**config.mk**
```make
export PLATFORM = sky130hd
export DESIGN_NAME = eq_band_scheduler
export DESIGN_NICKNAME = d
export VERILOG_FILES = /design/src/rtl/eq_band_scheduler.sv
export SDC_FILE = /design/constraint.sdc
export NUM_CORES = 1
export LEC_CHECK = 0
export CAP_MARGIN = 20
export CORE_MARGIN = 2
export CORE_UTILIZATION = 41
export DETAILED_ROUTE_END_ITERATION = 7
export PLACE_DENSITY = 0.8
export SLEW_MARGIN = 20
export SYNTH_ARGS = -nofsm -noshare
export SYNTH_HDL_FRONTEND = slang
export SYNTH_SLANG_ARGS = --single-unit
```
**constraint.sdc**
```tcl
create_clock -name clk_i -period 1.6 [get_ports clk_i]
set_input_delay 0.32 -clock clk_i [delete_from_list [all_inputs] [get_ports clk_i]]
set_output_delay 0.32 -clock clk_i [all_outputs]
set_load 0.02 [all_outputs]
```
**src/rtl/eq_band_scheduler.sv**
```systemverilog
// Shares one fixed-latency band pipeline across NUM_BANDS equalizer bands:
// issues each accepted sample once per band, re-tags returns, emits per-band results.
module eq_band_scheduler #(
  parameter int DATA_WIDTH   = 24,
  parameter int NUM_BANDS    = 4,
  parameter int PIPE_LATENCY = 3,
  localparam int BAND_W      = $clog2(NUM_BANDS)
) (
  input  logic                  clk_i,
  input  logic                  clr_i,
  input  logic                  sample_valid_i,
  input  logic [DATA_WIDTH-1:0] sample_i,
  output logic                  sample_ready_o,
  output logic                  issue_valid_o,
  output logic [BAND_W-1:0]     issue_band_o,
  output logic [DATA_WIDTH-1:0] issue_data_o,
  input  logic [DATA_WIDTH-1:0] ret_data_i,
  output logic                  result_valid_o,
  output logic [BAND_W-1:0]     result_band_o,
  output logic [DATA_WIDTH-1:0] result_data_o,
  output logic                  frame_done_o,
  output logic                  busy_o,
  output logic                  overrun_o
);

  typedef enum logic [1:0] {IDLE, ISSUE, DRAIN, DONE} state_t;

  state_t                              state;
  logic [BAND_W-1:0]                   band_cnt;
  logic [DATA_WIDTH-1:0]               sample_lat;
  logic [PIPE_LATENCY-1:0][BAND_W:0]   tags;
  logic [BAND_W:0]                     tag_in;
  logic                                tail_valid;
  logic [BAND_W-1:0]                   tail_band;
  logic                                any_valid;

  assign sample_ready_o = (state == IDLE);
  assign busy_o         = (state != IDLE);
  assign frame_done_o   = (state == DONE);
  assign issue_valid_o  = (state == ISSUE);
  assign issue_band_o   = band_cnt;
  assign issue_data_o   = sample_lat;

  // Each tag entry mirrors one slot of the tagless shared pipeline: {valid, band}.
  assign tag_in     = {issue_valid_o, issue_band_o};
  assign tail_valid = tags[PIPE_LATENCY-1][BAND_W];
  assign tail_band  = tags[PIPE_LATENCY-1][BAND_W-1:0];

  always_comb begin
    any_valid = 1'b0;
    for (int i = 0; i < PIPE_LATENCY; i++) begin
      any_valid = any_valid | tags[i][BAND_W];
    end
  end

  if (PIPE_LATENCY == 1) begin : g_shift1
    always_ff @(posedge clk_i) begin
      if (clr_i) tags <= '0;
      else       tags <= tag_in;
    end
  end else begin : g_shiftn
    always_ff @(posedge clk_i) begin
      if (clr_i) tags <= '0;
      else       tags <= {tags[PIPE_LATENCY-2:0], tag_in};
    end
  end

  // ret_data_i is only captured when the tail tag says a real band is returning.
  always_ff @(posedge clk_i) begin
    if (clr_i) begin
      result_valid_o <= 1'b0;
      result_band_o  <= '0;
      result_data_o  <= '0;
    end else begin
      result_valid_o <= tail_valid;
      if (tail_valid) begin
        result_band_o <= tail_band;
        result_data_o <= ret_data_i;
      end
    end
  end

  always_ff @(posedge clk_i) begin
    if (clr_i) begin
      state      <= IDLE;
      band_cnt   <= '0;
      sample_lat <= '0;
      overrun_o  <= 1'b0;
    end else begin
      if (sample_valid_i && state != IDLE) overrun_o <= 1'b1;
      case (state)
        IDLE: begin
          if (sample_valid_i) begin
            sample_lat <= sample_i;
            band_cnt   <= '0;
            state      <= ISSUE;
          end
        end
        ISSUE: begin
          // Counter holds at the last band instead of wrapping.
          if (band_cnt == BAND_W'(NUM_BANDS - 1)) state <= DRAIN;
          else band_cnt <= band_cnt + 1'b1;
        end
        DRAIN: begin
          if (!any_valid) state <= DONE;
        end
        DONE:    state <= IDLE;
        default: state <= IDLE;
      endcase
    end
  end

endmodule

```
## Yosys cells after proc, flatten, opt, wreduce, memory -nomap -nowiden

Index checks and enable logic that the tools add are counted.

- Add/sub/neg operators: 1
- Equality and inequality tests: 8
- Muxes and demuxes: 7
- Bitwise operators: 2
- Reductions and logical operators: 7

Operators by type and width:

| cell | number |
|---|---|
| $mux W2 | 5 |
| $pmux W2 S4 | 1 |
| $eq A2 B2 Y1 const B | 3 |
| $ne A2 B2 Y1 const B | 3 |
| $reduce_and A3 Y1 | 2 |
| $pmux W2 S2 | 1 |
| $reduce_bool A2 Y1 | 2 |
| $add A2 B1 Y2 const B | 1 |
| $eq A2 B1 Y1 const B | 1 |
| $logic_not A2 Y1 | 1 |
| $ne A2 B1 Y1 const B | 1 |
| $or A1 B1 Y1 | 2 |
| $reduce_and A2 Y1 | 1 |
| $logic_and A1 B1 Y1 | 1 |

- Flip-flop bits (word level): 65
- Bits of input ports: 51
- Output and inout bits: 58
- Word-level logic and storage cells: 35

## Longest topological paths before layout

Gate-level depths: netlist of run 1.

- Depth in word-level cells: 4
- Mapped depth: 7
- Gate-level depth less buffers: 5

## Worst setup path after synthesis of run 1

OpenSTA, ideal clock, no wires.

- Kind: reg2reg
- Start: reg state[0]
- End: reg sample_lat[21] (netlist: issue_data_o[21])
- Library setup time: 131 ps
- Arrival: 1299 ps
- Data required time: 1469 ps
- Path slack: 170 ps
- Stages on the path, launching flop included: 8
- Buffers on the path: 2
- Clock period less this slack: 1430 ps
- Path through: dfxtp_1 inv_1 ha_1 and2_1 clkbuf_4 buf_6 nand2_1 a21oi_2

- Longest elaborated chain between the ends: 2

Ends and longest elaborated chain:

| element | RTL line | text |
|---|---|---|
| start: declaration | 28 | `state_t state;` |
| start signal: assignment | 85 | `state <= IDLE;` |
| start signal: assignment | 96 | `state <= ISSUE;` |
| start signal: assignment | 101 | `if (band_cnt == BAND_W'(NUM_BANDS - 1)) state <= DRAIN;` |
| $logic_not A2 Y1 | -- |  |
| named net sample_ready_o | 13 | `output logic sample_ready_o,` |
| $reduce_and A2 Y1 (no line) | -- |  |
| end signal: assignment | 94 | `sample_lat <= sample_i;` |
| end: declaration | 30 | `logic [DATA_WIDTH-1:0] sample_lat;` |

The timed path passes the listed nets, and every way through them passes these cells.
A chain may end at the register's enable or synchronous reset.

## Worst setup path after layout of run 1

- Start: reg result_data_o[0]
- End: out result_data_o[0]

RTL lines:

| element | RTL line | text |
|---|---|---|
| start: declaration | 20 | `output logic [DATA_WIDTH-1:0] result_data_o,` |
| start signal: assignment | 78 | `result_data_o <= ret_data_i;` |

No word-level cell between the ends.

==> run metrics, run 1 <==
status complete, no violations; CTS H-Tree Depth 3; Mean Syn Cell Area 9.51 µm²; antenna violations before repair 0; Avg WL per Cell 12.5 µm; largest net degree at the start of global routing 38; Yosys Warn Count 0; Core ar. 0.00554 mm²; area grow syn2layout 60.0%; GP Congestion 0.747; clk root buf clkbuf_8; # port buffers 108; delay-heaviest family, CP buffers and inverters; Synth area leader dfxtp_1; Routed Wire Length 5520 µm; # DRC 0; peak supply drop 0.000861 V; die area 0.00637 mm²; Die Ht 79.8 µm; Yosys top cell area share 55.2%; commonest non-fill, non-tap cell in the layout dfxtp_1; total placed instance area 0.00355 mm²; min-delay worst type input port to flip-flop; post-synthesis cell count 248; sequential area share after synthesis 55.2%; First-pass DRT Iterations 4; clock skew 0.00560 ns; max incr delay on CP 0.60 ns; final instance area 0.00377 mm²; most frequent cells in the layout dfxtp_1, clkdlybuf4s50_1, nand2_1; clock latency on the worst-skew pair 0.32 ns; filler-free cell count of the finished design 441; unrepaired setup endpoints after global routing false; buffers and inverters on the worst path 1; Peak Freq 644 MHz; Filler cells 472; pre-CTS WS -0.0275 ns; Setup Crit Path Kind flip-flop to primary output; CP Launch Point result_data_o[0]$_SDFFE_PP0P_; main area contributors after synthesis dfxtp_1, mux2i_1, nand2_1; PD cells 1290 mW/mm²; Diodes inserted 0; global route total overflow 0; global-route wire length before repair 8550 µm; CTS Buf Count 9; Fin Setup TNS 0 ns; CTS sink cnt 65; clock buffer depth 2; GRT Util Overall 17.4%; Final Max Slew Viols 0; crit-path max FO 2; chip width 79.8 µm; final worst-path cycle share 97.0%; element type at the critical path end primary output; endpoints failing hold 0; Critical Path, Cell by Cell clkdlybuf4s50_1; DP HPWL 3850 µm; syn nets 304; hold path startpoint clr_i; vias in the first global route 1842; Cells after DPL 425; CP max stage cell clkdlybuf4s50_1; FF+latch count, synth 65; Worst-Margin Slew 0.370 ns; Synth cell types 24; Initial Util 42.5%; Final min period 1.55 ns; initial DRC count 84; FP Rows 27; CP arrival 1.23 ns; share of post-route cells with drive strength above 1 8.94%; final-stage net count 420; LEAKAGE 2.02 nW; post-route ant nets 0; clock-pin transition on the worst setup and hold timing paths 0.06 ns; Rel. slew slack 75.3%; via count of the routed design 1999; max-cap viol count 0; Final Setup Violations 0; number of top-level pins 109; Worst setup SP type flip-flop; DR vias/cell 4.53; mapped cell area 0.00236 mm²; final core occ 68.1%; CTS tree done; Worst Path Required 1.28 ns; Setup WS post-layout 0.0473 ns; R2R Path Start state[1]$_SDFFE_PP0P_
==> cells by family (layout without fill, tap and decap cells) <==
logic type,count (synthesis),after routing,share of synthesized area [%]
compound gates,34,34,8.92
fa+ha+maj,5,5,2.65
buf+inv,22,143,5.20
flops,65,65,55.2
mux,26,26,11.0
simple gates,96,96,17.0
==> worst reg2reg max path, cell delays in order (launching register included) <==
cell     delay, ns
dfxtp_1       0.32
inv_1         0.05
buf_4         0.13
ha_1          0.18
buf_4         0.14
o21a_1        0.17
o32ai_1       0.24
==> worst paths after layout <==
check	to	slack [ns]	cells after the start
max	result_data_o[0]	0.05	1
min	state[1]$_SDFFE_PP0P_	0.30	2
max reg2reg	issue_band_o[0]$_SDFFE_PP0P_	0.26	6
min reg2reg	tags[7]$_SDFF_PP0_	0.44	1
==> through the flow <==
| stage | hold WS [ns] | power (mW) |
|---|---|---|
| global placement | 0.418 | 3.66 |
| floorplan | 0.414 | 2.87 |
| detailed placement | 0.432 | 3.70 |
| CTS | 0.276 | 4.95 |
| global route | 0.288 | 5.15 |
| finish | 0.301 | 4.85 |
==> registers in the layout, summed over array words and instances, names as in the netlist <==
signal	flops
issue_band_o	2
state	2
tags	9
result_data_o	24
overrun_o	1
result_band_o	2
result_valid_o	1
issue_data_o	24
==> cell usage after synthesis (all sizes together) <==
library cell,n
dfxtp,65
nand2,49
nor2,31
a21oi,27
mux2i,26
buf,11
nor2b,8
inv,7
ha,5
clkbuf,4
and2,3
nand2b,3
o21a,2
o31ai,2
o32ai,2
a31oi,1
and3,1
nand4,1
==> cell type report <==
type | count | area (µm²) | share of cell area (%)
clock inverters | 3 | 40.0 | 1.06
flip-flops and latches | 65 | 1300 | 34.5
well taps | 72 | 90.1 | 2.39
multi-input cells | 161 | 933 | 24.8
inverters | 7 | 26.3 | 0.697
repair buffers | 120 | 1230 | 32.6
clock buffers | 13 | 149 | 3.95
==> routing by layer <==
layer	global-route usage, %	routed length, µm	vias up
met1	21.0	2430	903
met2	29.2	2740	56
met3	3.85	294	4
met5	0	0	-
li1	-	-	1036
met4	8.64	55	0
==> report_power, final <==
part / total [mW] / switching [mW] / leakage, nW / internal, mW
combinational: 1.62 / 0.861 / 1.39 / 0.756
clock: 1.31 / 0.554 / 0.0974 / 0.759
sequential: 1.92 / 0.0998 / 0.529 / 1.82
==> repair_timing <==
item	CTS	global route
pin swaps	0	0
endpoints found under the setup margin	26	32
endpoints found under the hold margin	0	0
buffers inserted	0	0
gates resized for setup	34	32
hold buffers	0	0
(Power assumes the default switching activity.)
==> inputs of run 2 (changes only) <==
--- a/config.mk
+++ b/config.mk
@@ -7,9 +7,9 @@
 export LEC_CHECK = 0
 export CAP_MARGIN = 20
 export CORE_MARGIN = 2
-export CORE_UTILIZATION = 41
+export CORE_UTILIZATION = 40
 export DETAILED_ROUTE_END_ITERATION = 7
-export PLACE_DENSITY = 0.8
+export PLACE_DENSITY = 0.78
 export SLEW_MARGIN = 20
 export SYNTH_ARGS = -nofsm -noshare
 export SYNTH_HDL_FRONTEND = slang
==> constraint.sdc (replaced) <==
create_clock -name clk_i -period 1.6 [get_ports clk_i]
set_input_delay 0.32 -clock clk_i [delete_from_list [all_inputs] [get_ports clk_i]]
set_output_delay 0.32 -clock clk_i [all_outputs]
set_load 0.1 [all_outputs]
==> run metrics, run 2 (synthesis gave the netlist of run 1 again) <==
DR vias/cell 4.63 (+2.2%); peak supply drop 0.00153 V (+77%); commonest non-fill, non-tap cell in the layout buf_12; die area 0.00652 mm² (+2.4%); clock latency on the worst-skew pair 0.33 ns (about the same); CTS tree done; Filler cells 372 (-21%); # port buffers 108 (unchanged); GRT Util Overall 19.5% (+2.1 points); Initial Util 42.0% (-0.51 points); total placed instance area 0.00412 mm² (+16%); Worst-Margin Slew 0.451 ns (+0.0812 ns); R2R Path Start state[0]$_SDFFE_PP0P_; pre-CTS WS 0.0972 ns (+0.125 ns); Worst R2R Path Depth 6 (unchanged); area grow syn2layout 84.5%; final worst-path cycle share 96.9% (-0.13 points); Critical Path, Cell by Cell inv_4 > ha_4 > clkinvlp_4 > buf_12; First-pass DRT Iterations 4 (unchanged); element type at the critical path end primary output; DP HPWL 4510 µm (+17%); CP Launch Point state[0]$_SDFFE_PP0P_; Core ar. 0.00561 mm² (+1.2%); initial DRC count 71 (-15%); chip width 80.8 µm (+1.2%); delay-heaviest family, CP flip-flops; crit-path max FO 4 (+2); R2R setup slack 0.21 ns (-0.05 ns); CP max stage cell dfxtp_4; Hold-fix buffers, CTS 0 (unchanged); buffers and inverters on the worst path 3 (+2); Rel. slew slack 69.9% (-5.5 points); global route total overflow 0 (unchanged); LEAKAGE 1.66 nW (-18%); endpoints failing hold 0 (unchanged); largest net degree at the start of global routing 27 (-29%); Critical R2R Capture state[1]$_SDFFE_PP0P_; status complete, no violations; Worst Path Required 1.28 ns (about the same); Setup WS post-layout 0.0493 ns (+0.00201 ns); number of top-level pins 109 (unchanged); Worst setup SP type flip-flop; FP Rows 27 (unchanged); Tot Pwr 6.92 mW (+43%); Avg WL per Cell 13.9 µm (+11%); Crit path depth 4 (+3); share of post-route cells with drive strength above 1 25.3% (+16 points); clock skew 0.00889 ns (+0.00329 ns); antenna violations before repair 0 (unchanged); clock-pin transition on the worst setup and hold timing paths 0.07 ns (about the same); Final Max Slew Viols 0 (unchanged); Final Setup Violations 0 (unchanged); GP Congestion 0.766 (+2.6%); CTS Buf Count 9 (unchanged); Die Ht 80.8 µm (+1.2%); Cells after DPL 418 (-1.6%); vias in the first global route 1986 (+7.8%); max incr delay on CP 0.37 ns (-0.23 ns); clk root buf clkbuf_8; worst setup path endpoint busy_o; global-route wire length before repair 9600 µm (+12%); CP arrival 1.23 ns (about the same); Peak Freq 645 MHz (+0.13%); CTS H-Tree Depth 3 (unchanged); Diodes inserted 0 (unchanged); post-route ant nets 0 (unchanged); Final min period 1.55 ns (-0.00201 ns); filler-free cell count of the finished design 436 (-1.1%); # DRC 0 (unchanged); PD cells 1590 mW/mm² (+24%); final hold slack 0.387 ns (+0.0856 ns); most frequent cells in the layout buf_12, dfxtp_1, nand2_1, clkdlybuf4s50_1, nor2_1; min-delay worst type input port to flip-flop; Setup Crit Path Kind flip-flop to primary output; clock buffer depth 2 (unchanged); CTS sink cnt 65 (unchanged); Routed Wire Length 6060 µm (+9.8%); max-cap viol count 0 (unchanged); via count of the routed design 2019 (+1.0%); final-stage net count 415 (-1.2%); final instance area 0.00435 mm² (+15%)
==> run 2: changes by cell type in the layout (fill, tap and decap cells not counted), moves of 3 or more <==
cell            change
buf_4               -6
dlygate4sd2_1      -22
dfxtp_2             +3
buf_12             +59
dlymetal6s2s_1     -30
inv_1               -3
dfxtp_1             -4
==> run 2: worst min-delay path by stage <==
| stage | start | endpoint | slack [ns] | depth (start not counted) |
|---|---|---|---|---|
| after floorplan | tags[0]$_SDFF_PP0_ | tags[3]$_SDFF_PP0_ | 0.41 | 1 |
| after global placement | tags[4]$_SDFF_PP0_ | tags[7]$_SDFF_PP0_ | 0.42 | 1 |
| after detailed placement | tags[0]$_SDFF_PP0_ | tags[3]$_SDFF_PP0_ | 0.43 | 1 |
| after CTS | clr_i | tags[0]$_SDFF_PP0_ | 0.39 | 2 |
| after global routing | clr_i | tags[1]$_SDFF_PP0_ | 0.41 | 2 |
| final | clr_i | tags[0]$_SDFF_PP0_ | 0.39 | 2 |
==> run 2: area by class of cell <==
| class | instances | area (µm²) | share of cell area [%] |
|---|---|---|---|
| clock buffer | 14 | 173 | 3.97 |
| tap | 72 | 90.1 | 2.07 |
| sequential | 65 | 1310 | 30.1 |
| multi-input combinational | 161 | 948 | 21.8 |
| inverter | 7 | 35.0 | 0.806 |
| clock inverter | 2 | 35.0 | 0.806 |
| timing repair buffer | 115 | 1760 | 40.4 |
==> run 2: routing by layer <==
metal | share of wire [%] | up-vias | GRT usage [%]
met5 | 0 | - | 0
met2 | 52 | 66 | 34.2
met4 | 2.0 | 0 | 10.2
li1 | - | 1026 | -
met3 | 5.9 | 10 | 4.44
met1 | 41 | 917 | 22.2
==> run 2: power breakdown <==
part / internal [mW] / leakage [nW] / switching [mW]
Clock: 0.847 / 0.107 / 0.574
Combinational: 1.29 / 1.02 / 2.14
Sequential: 1.83 / 0.531 / 0.225
==> run 2: timing repair <==
item,4_1_cts,5_1_grt
pin swaps,1,1
resized for setup,1,3
setup buffers,2,0
setup endpoints to repair,1,1
==> run 2: metrics by stage <==
| step | utilization [%] | TNS, ns |
|---|---|---|
| after floorplan | - | -0.115 |
| after global placement | 73.4 | 0 |
| after detailed placement | 73.4 | 0 |
| after CTS | 77.4 | 0 |
| after global routing | 77.6 | -0.00115 |
| final | 77.6 | 0 |
